<file path="config.mk">
export PLATFORM = sky130hd
export DESIGN_NAME = vga_pattern_gen
export DESIGN_NICKNAME = d
export VERILOG_FILES = /design/src/rtl/vga_pkg.sv /design/src/rtl/vga_timing.sv /design/src/rtl/vga_pattern_gen.sv
export SDC_FILE = /design/constraint.sdc
export NUM_CORES = 1
export LEC_CHECK = 0
export BUFFER_PORTS_ARGS = -buffer_cell sky130_fd_sc_hd__clkbuf_2
export CAP_MARGIN = 15
export CORE_MARGIN = 1.5
export CORE_UTILIZATION = 60
export DETAILED_ROUTE_END_ITERATION = 8
export GPL_TIMING_DRIVEN = 0
export PLACE_DENSITY = 0.88
export SETUP_SLACK_MARGIN = 0.4
export SYNTH_ARGS = -nofsm -noshare
export SYNTH_HDL_FRONTEND = slang
export SYNTH_SLANG_ARGS = --single-unit
</file>
<file path="constraint.sdc">
create_clock -name clk_i -period 4.95 [get_ports clk_i]
set_input_delay 0.495 -clock clk_i [delete_from_list [all_inputs] [get_ports clk_i]]
set_output_delay 0.495 -clock clk_i [all_outputs]
set_load 0.1 [all_outputs]
</file>
<file path="src/rtl/vga_pkg.sv">
// Shared definitions for the VGA sync / test-pattern generator:
// pattern-mode encoding, default 640x480@60 timing and an RGB payload struct.
package vga_pkg;

  // Test-pattern select (board switches).
  typedef enum logic [1:0] {
    MODE_BARS  = 2'd0,
    MODE_CHECK = 2'd1,
    MODE_GRAD  = 2'd2,
    MODE_BAR   = 2'd3
  } mode_e;

  // 640x480@60 timing (25 MHz pixel rate).
  localparam int unsigned VGA_H_ACTIVE = 640;
  localparam int unsigned VGA_H_FP     = 16;
  localparam int unsigned VGA_H_SYNC   = 96;
  localparam int unsigned VGA_H_BP     = 48;
  localparam int unsigned VGA_V_ACTIVE = 480;
  localparam int unsigned VGA_V_FP     = 10;
  localparam int unsigned VGA_V_SYNC   = 2;
  localparam int unsigned VGA_V_BP     = 33;

  // Widest colour channel the pattern logic can produce; users take the low CW bits.
  localparam int unsigned RGB_CW_MAX = 16;

  typedef struct packed {
    logic [RGB_CW_MAX-1:0] r;
    logic [RGB_CW_MAX-1:0] g;
    logic [RGB_CW_MAX-1:0] b;
  } rgb_t;

  // Expand a one-bit channel level to a full-intensity channel.
  function automatic logic [RGB_CW_MAX-1:0] chan_fill(input logic on);
    return on ? '1 : '0;
  endfunction

  // Full-intensity white / pure blue payloads.
  function automatic rgb_t rgb_white();
    rgb_t c;
    c.r = '1;
    c.g = '1;
    c.b = '1;
    return c;
  endfunction

  function automatic rgb_t rgb_blue();
    rgb_t c;
    c.r = '0;
    c.g = '0;
    c.b = '1;
    return c;
  endfunction

endpackage

</file>
<file path="src/rtl/vga_timing.sv">
// Pixel-clock enable divider, H/V counters and registered sync/de/coordinate
// outputs. Registered outputs load on pix_en from the current counters, so
// they lag the counters by one pixel.
// Ports:
//   clk_i, arstn_i      clock, async active-low reset
//   pix_en_c_o          combinational pixel enable (one clk per pixel)
//   origin_c_o          counters at (0,0)
//   frame_end_c_o       counters at (H_TOTAL-1, V_TOTAL-1)
//   active_c_o          counters inside the visible area
//   h_cnt_o, v_cnt_o    current counter values
//   hs_o, vs_o, de_o    registered syncs / display enable
//   x_o, y_o            registered pixel coordinates (hold in blanking)
//   frame_start_o       one-clk pulse when (0,0) is presented
module vga_timing
  import vga_pkg::*;
#(
  parameter int unsigned H_ACTIVE = VGA_H_ACTIVE,
  parameter int unsigned H_FP     = VGA_H_FP,
  parameter int unsigned H_SYNC   = VGA_H_SYNC,
  parameter int unsigned H_BP     = VGA_H_BP,
  parameter int unsigned V_ACTIVE = VGA_V_ACTIVE,
  parameter int unsigned V_FP     = VGA_V_FP,
  parameter int unsigned V_SYNC   = VGA_V_SYNC,
  parameter int unsigned V_BP     = VGA_V_BP,
  parameter bit          SYNC_POL = 1'b0,
  parameter int unsigned CLK_DIV  = 4,
  localparam int unsigned H_TOTAL = H_ACTIVE + H_FP + H_SYNC + H_BP,
  localparam int unsigned V_TOTAL = V_ACTIVE + V_FP + V_SYNC + V_BP,
  localparam int unsigned HCW     = $clog2(H_TOTAL),
  localparam int unsigned VCW     = $clog2(V_TOTAL),
  localparam int unsigned XW      = $clog2(H_ACTIVE),
  localparam int unsigned YW      = $clog2(V_ACTIVE)
) (
  input  logic           clk_i,
  input  logic           arstn_i,
  output logic           pix_en_c_o,
  output logic           origin_c_o,
  output logic           frame_end_c_o,
  output logic           active_c_o,
  output logic [HCW-1:0] h_cnt_o,
  output logic [VCW-1:0] v_cnt_o,
  output logic           hs_o,
  output logic           vs_o,
  output logic           de_o,
  output logic [XW-1:0]  x_o,
  output logic [YW-1:0]  y_o,
  output logic           frame_start_o
);

  localparam int unsigned DW       = (CLK_DIV > 1) ? $clog2(CLK_DIV) : 1;
  localparam int unsigned HS_START = H_ACTIVE + H_FP;
  localparam int unsigned HS_END   = H_ACTIVE + H_FP + H_SYNC;
  localparam int unsigned VS_START = V_ACTIVE + V_FP;
  localparam int unsigned VS_END   = V_ACTIVE + V_FP + V_SYNC;

  // Reject degenerate configurations at elaboration.
  if (CLK_DIV < 1 || H_ACTIVE == 0 || H_FP == 0 || H_SYNC == 0 || H_BP == 0 ||
      V_ACTIVE == 0 || V_FP == 0 || V_SYNC == 0 || V_BP == 0) begin : g_param_check
    $error("vga_timing: CLK_DIV must be >= 1 and all timing parameters non-zero");
  end

  logic [DW-1:0]  div_q, div_d;
  logic [HCW-1:0] h_q, h_d;
  logic [VCW-1:0] v_q, v_d;
  logic           hs_q, vs_q, de_q, fs_q;
  logic [XW-1:0]  x_q;
  logic [YW-1:0]  y_q;

  logic pix_en, h_last, v_last, active, hs_act, vs_act, origin;

  // Counter decode and next-state.
  always_comb begin
    // With CLK_DIV = 1 the divider stays at 0 and this compare is always true.
    pix_en = (32'(div_q) == CLK_DIV - 1);
    h_last = (32'(h_q) == H_TOTAL - 1);
    v_last = (32'(v_q) == V_TOTAL - 1);
    origin = (h_q == '0) && (v_q == '0);
    active = (32'(h_q) < H_ACTIVE) && (32'(v_q) < V_ACTIVE);
    hs_act = (32'(h_q) >= HS_START) && (32'(h_q) < HS_END);
    vs_act = (32'(v_q) >= VS_START) && (32'(v_q) < VS_END);

    div_d = pix_en ? '0 : div_q + DW'(1);
    h_d   = h_q;
    v_d   = v_q;
    if (pix_en) begin
      if (h_last) begin
        h_d = '0;
        v_d = v_last ? '0 : v_q + VCW'(1);
      end else begin
        h_d = h_q + HCW'(1);
      end
    end
  end

  // Counters plus one-pixel-late output registers.
  always_ff @(posedge clk_i or negedge arstn_i) begin
    if (!arstn_i) begin
      div_q <= '0;
      h_q   <= '0;
      v_q   <= '0;
      hs_q  <= ~SYNC_POL;
      vs_q  <= ~SYNC_POL;
      de_q  <= 1'b0;
      x_q   <= '0;
      y_q   <= '0;
      fs_q  <= 1'b0;
    end else begin
      div_q <= div_d;
      h_q   <= h_d;
      v_q   <= v_d;
      // Evaluated every clk so the pulse lasts one clk, not one pixel.
      fs_q  <= pix_en & origin;
      if (pix_en) begin
        hs_q <= hs_act ? SYNC_POL : ~SYNC_POL;
        vs_q <= vs_act ? SYNC_POL : ~SYNC_POL;
        de_q <= active;
        if (active) begin
          x_q <= XW'(h_q);
          y_q <= YW'(v_q);
        end
      end
    end
  end

  assign pix_en_c_o    = pix_en;
  assign origin_c_o    = origin;
  assign frame_end_c_o = h_last & v_last;
  assign active_c_o    = active;
  assign h_cnt_o       = h_q;
  assign v_cnt_o       = v_q;
  assign hs_o          = hs_q;
  assign vs_o          = vs_q;
  assign de_o          = de_q;
  assign x_o           = x_q;
  assign y_o           = y_q;
  assign frame_start_o = fs_q;

endmodule

</file>
<file path="src/rtl/vga_pattern_gen.sv">
// Parametrised VGA sync and test-pattern generator.
// Ports:
//   clk_i, arstn_i   system clock, async active-low reset
//   mode_i           pattern select, taken only at frame start
//   VGA_HS_o/VS_o    syncs, active level SYNC_POL
//   RGB_o            {R,G,B}, CW bits each, 0 in blanking
//   de_o             display enable
//   x_o, y_o         pixel coordinates, hold in blanking
//   frame_start_o    one-clk pulse when pixel (0,0) is presented
module vga_pattern_gen
  import vga_pkg::*;
#(
  parameter int unsigned H_ACTIVE = VGA_H_ACTIVE,
  parameter int unsigned H_FP     = VGA_H_FP,
  parameter int unsigned H_SYNC   = VGA_H_SYNC,
  parameter int unsigned H_BP     = VGA_H_BP,
  parameter int unsigned V_ACTIVE = VGA_V_ACTIVE,
  parameter int unsigned V_FP     = VGA_V_FP,
  parameter int unsigned V_SYNC   = VGA_V_SYNC,
  parameter int unsigned V_BP     = VGA_V_BP,
  parameter bit          SYNC_POL = 1'b0,
  parameter int unsigned CLK_DIV  = 4,
  parameter int unsigned CW       = 4,
  parameter int unsigned BAR_STEP = 2,
  localparam int unsigned H_TOTAL = H_ACTIVE + H_FP + H_SYNC + H_BP,
  localparam int unsigned V_TOTAL = V_ACTIVE + V_FP + V_SYNC + V_BP,
  localparam int unsigned HCW     = $clog2(H_TOTAL),
  localparam int unsigned VCW     = $clog2(V_TOTAL),
  localparam int unsigned XW      = $clog2(H_ACTIVE),
  localparam int unsigned YW      = $clog2(V_ACTIVE)
) (
  input  logic          clk_i,
  input  logic          arstn_i,
  input  logic [1:0]    mode_i,
  output logic          VGA_HS_o,
  output logic          VGA_VS_o,
  output logic [3*CW-1:0] RGB_o,
  output logic          de_o,
  output logic [XW-1:0] x_o,
  output logic [YW-1:0] y_o,
  output logic          frame_start_o
);

  localparam int unsigned BAR_WIDTH = 16;

  if (CW < 1 || CW > RGB_CW_MAX) begin : g_cw_check
    $error("vga_pattern_gen: CW out of range");
  end

  logic           pix_en, origin, frame_end, active;
  logic [HCW-1:0] h_cnt;
  logic [VCW-1:0] v_cnt;

  vga_timing #(
    .H_ACTIVE (H_ACTIVE),
    .H_FP     (H_FP),
    .H_SYNC   (H_SYNC),
    .H_BP     (H_BP),
    .V_ACTIVE (V_ACTIVE),
    .V_FP     (V_FP),
    .V_SYNC   (V_SYNC),
    .V_BP     (V_BP),
    .SYNC_POL (SYNC_POL),
    .CLK_DIV  (CLK_DIV)
  ) u_timing (
    .clk_i         (clk_i),
    .arstn_i       (arstn_i),
    .pix_en_c_o    (pix_en),
    .origin_c_o    (origin),
    .frame_end_c_o (frame_end),
    .active_c_o    (active),
    .h_cnt_o       (h_cnt),
    .v_cnt_o       (v_cnt),
    .hs_o          (VGA_HS_o),
    .vs_o          (VGA_VS_o),
    .de_o          (de_o),
    .x_o           (x_o),
    .y_o           (y_o),
    .frame_start_o (frame_start_o)
  );

  mode_e          mode_q, mode_d, mode_eff;
  logic [XW-1:0]  bar_q, bar_d;
  logic [3*CW-1:0] rgb_q, rgb_d;
  logic [31:0]    hx, vy, bar_idx, bar_nxt;
  rgb_t           pat;
  logic [3*CW-1:0] pat_rgb;

  // Mode latch and per-frame bar advance.
  always_comb begin
    // Pixel (0,0) already uses the newly sampled mode so a frame is uniform.
    mode_eff = origin ? mode_e'(mode_i) : mode_q;
    mode_d   = mode_q;
    if (pix_en && origin) begin
      mode_d = mode_e'(mode_i);
    end

    // Advance on the last pixel so the new position is in effect from (0,0).
    bar_nxt = 32'(bar_q) + BAR_STEP;
    if (bar_nxt >= H_ACTIVE) begin
      bar_nxt = bar_nxt - H_ACTIVE;
    end
    bar_d = bar_q;
    if (pix_en && frame_end) begin
      bar_d = XW'(bar_nxt);
    end
  end

  // Pattern for the pixel at the current counters.
  always_comb begin
    hx      = 32'(h_cnt);
    vy      = 32'(v_cnt);
    bar_idx = (hx * 32'd8) / H_ACTIVE;
    pat     = '0;
    case (mode_eff)
      MODE_BARS: begin
        pat.r = chan_fill(bar_idx[2]);
        pat.g = chan_fill(bar_idx[1]);
        pat.b = chan_fill(bar_idx[0]);
      end
      MODE_CHECK: begin
        if (hx[5] ^ vy[5]) pat = rgb_white();
      end
      MODE_GRAD: begin
        // Zero-extended counters make out-of-range bits read as 0.
        pat.r = RGB_CW_MAX'(hx >> 4);
        pat.g = RGB_CW_MAX'(vy >> 4);
      end
      MODE_BAR: begin
        if (hx >= 32'(bar_q) && hx < 32'(bar_q) + BAR_WIDTH) pat = rgb_white();
        else pat = rgb_blue();
      end
      default: pat = '0;
    endcase
    pat_rgb = {pat.r[CW-1:0], pat.g[CW-1:0], pat.b[CW-1:0]};

    rgb_d = rgb_q;
    if (pix_en) begin
      rgb_d = active ? pat_rgb : '0;
    end
  end

  always_ff @(posedge clk_i or negedge arstn_i) begin
    if (!arstn_i) begin
      mode_q <= MODE_BARS;
      bar_q  <= '0;
      rgb_q  <= '0;
    end else begin
      mode_q <= mode_d;
      bar_q  <= bar_d;
      rgb_q  <= rgb_d;
    end
  end

  assign RGB_o = rgb_q;

endmodule

</file>
==> metrics.cfg <==
[sta]
hold_viol_final=0
setup_tns_ps=0
slew_violations=0
period_needed_ps=4242
rsz0062_at_grt=no
relSlewSlack_pct=41.76
period_share_pct=85.69
tightest_slew_ps=873.6
max_freq_mhz=235.8
setup_viol=0
finClkSkew_ps=20.40

[yosys]
synth_mux_area_share_pct=1.554
async_flop_share_pct=100.0
syn_area_per_cell_um2=8.665
synthTopCellsByCount=nand2_1, dfrtp_1, o21ai_0
yosysSeqAreaShare_pct=36.79
ys_types=69
syn_area_um2=4428
synth_top_area_share_pct=35.60
ys.flop_type=dfrtp_1
syn_nets=543
ys_seq_elements=65
synthTopCellsByArea=dfrtp_1, ha_1, nand2_1
synth_cells=511
synth_compound_area_share_pct=19.44
synth-simple-area-share_pct=23.00
synth-edff-count=0
synth-xor-area-share_pct=5.736
yosys.area_share.adder_pct=7.912
yosys_warnings=0
synth_top_family_by_area=simple AND/OR/NAND/NOR gates
yosysMostFrequentCell=nand2_1
yosys.area.top_type=dfrtp_1

[clocking]
clock-sinks=65
cts_tree=built
clk_pin_slew_ps=90
cts_setup_buffers=0
numCtsBuffers=9
clock_latency_ps=350
htree_levels=3
cts_buffer_depth=2
cts-root-buf=clkbuf_8

[floorplanning]
num_rows=31
die_y_um=88.91
initial_utilization_pct=61.38
die_area_um2=7904
ios=39
fp.dieW_um=88.91
coreArea_um2=7214

[global_routing]
antenna_found_initial=0
grt_use_total_pct=31.02
use_met2_pct=52.48
grt_util_met3_pct=4.063
grt_use_met1_pct=40.45
grt_start_max_net_pins=66
busiest_layer=met2
overflow=0
grt_pass1_vias=3863
grt_pass1_wl_um=18530

[cells_and_area]
layout-drive-gt1-share_pct=15.04
fin_cells=664
final_net_count=592
antennaDiodeCount=0
nFillCells=586
final_core_util_pct=68.23
area_growth_pct=11.16

[power_and_ir_drop]
ir_drop_mv=0.1725
pwr_density_cell_nw_per_um2=213.5
leakage_nw=2.185

[drt]
ant_nets=0
wl_per_cell_um=17.50
drc_errors=0
viasPerCell=6.200
num_vias=4117
routed_wl_um=11620
first_pass_iters=5
drt-initial-drc-count=377

[critical_path]
crit_slowest_cell=a2111oi_1
crit_path_max_fanout=10
arrival_ps=4450
crit_family=compound AO/OA/AOI/OAI gates
crit_top_cell=a21oi_1
crit_buf_inv=4
start_kind=flip-flop
setup.worst_path.class=reg2reg
crit_required_ps=5160
endpoint_kind=flip-flop
crit_path_max_incr_delay_ps=550
cp_cell_sequence=clkbuf_1, clkbuf_2, nor2_1, inv_1, ha_1, nand2b_1, a2111oi_1, a211o_1, buf_4, a21oi_1, o221a_1, nor3_2, a31o_4, nand4b_4, o41ai_1, a21oi_1

[min_path]
hp-class=in2async

[place]
gp_congestion=0.9441
io_buffers=38
dp_hpwl_um=8459
dp_cells=648

[run]
max_cap_viol_count=0

[outcome]
outcome=finished, final reports clean

## area by class of cell
cell class	count	area (µm²)	share of cell area, %
inverters	27	101.3	2.059
well taps	99	123.9	2.517
flip-flops and latches	65	1629	33.10
clock inverters	7	51.30	1.042
plain buffers	32	146.4	2.974
clock buffers	9	123.9	2.517
multi-input cells	387	2554	51.88
repair buffers	38	192.7	3.915
## placed cells by master, fill, tap and decap left out, types with 10 or more instances in the layout
| cell type | n |
|---|---|
| nand2_1 | 71 |
| dfrtp_1 | 63 |
| clkbuf_2 | 38 |
| o21ai_0 | 36 |
| nor2_1 | 34 |
| ha_1 | 28 |
| inv_1 | 27 |
| xnor2_1 | 23 |
| clkbuf_1 | 21 |
| a21oi_1 | 21 |
| nand3_1 | 18 |
| nor3_1 | 11 |
| a21o_1 | 10 |
## sequential cells by signal (all words and copies together) (netlist names)
register,count
u_timing.de_o,1
u_timing.vs_o,1
u_timing.div_q,2
u_timing.frame_start_o,1
bar_q,9
RGB_o,9
mode_q,2
u_timing.x_o,10
u_timing.v_cnt_o,10
u_timing.h_cnt_o,10
u_timing.y_o,9
u_timing.hs_o,1
## worst register-to-register path, cell delays in order, from the launching register on
cell and delay, ps:
dfrtp_1 430, clkbuf_1 240, clkbuf_2 260, nor2_1 260, inv_1 80, ha_1 290
nand2b_1 230, a2111oi_1 550, a211o_1 160, buf_4 160, a21oi_1 50, o221a_1 250
nor3_2 290, a31o_4 230, nand4b_4 130, o41ai_1 390, a21oi_1 120
## where the power goes
group,internal [mW],total (mW),leakage (nW),switching (mW)
clock network,0.185,0.408,0.0864,0.223
logic,0.0165,0.100,1.26,0.0839
registers,0.538,0.543,0.844,0.00460
## per-layer routing
layer | share of wire, % | wire length [µm]
met3 | 5.8 | 677
met5 | 0 | 0
met4 | 2.7 | 314
met1 | 43 | 4944
met2 | 49 | 5687
## stage by stage
| step | worst slack (ps) | hold slack (ps) | instance area [µm²] | power, mW |
|---|---|---|---|---|
| 2_1_floorplan | 1267 | 199.4 | 4428 | 0.6282 |
| 3_3_place_gp | 649.3 | 417.1 | 4742 | 0.6511 |
| 3_5_place_dp | 614.0 | 423.5 | 4745 | 0.6533 |
| 4_1_cts | 588.5 | 316.4 | 4920 | 1.052 |
| 5_1_grt | 462.8 | 371.4 | 4922 | 1.082 |
| 6_report | 708.4 | 292.8 | 4922 | 1.051 |
## path summary, 6_finish.rpt
path | start | end | depth (start not counted) | slack, ps
max in group asynchronous | arstn_i | RGB_o[4]$_DFFE_PN0P_ | 1 | 4090
setup / recovery | u_timing.h_cnt_o[8]$_DFFE_PN0P_ | RGB_o[3]$_DFFE_PN0P_ | 16 | 710
hold / removal | arstn_i | bar_q[2]$_DFFE_PN0P_ | 1 | 290
min in group clk_i | mode_i[1] | mode_q[1]$_DFFE_PN0P_ | 2 | 430
hold reg to reg | u_timing.div_q[0]$_DFF_PN0_ | u_timing.div_q[0]$_DFF_PN0_ | 1 | 440
setup reg to reg | u_timing.h_cnt_o[8]$_DFFE_PN0P_ | RGB_o[3]$_DFFE_PN0P_ | 16 | 710
## cell families after synthesis
family / count (synthesis)
simple gates: 199
buf+inv: 59
mux: 6
flops: 65
xor+xnor: 29
fa+ha+maj: 28
compound gates: 125
## timing repair
item,CTS,global route
hold buffers,0,0
endpoints found under the setup margin,0,5
gates resized for setup,0,3
Note: power is estimated with default switching activity, not from simulation.
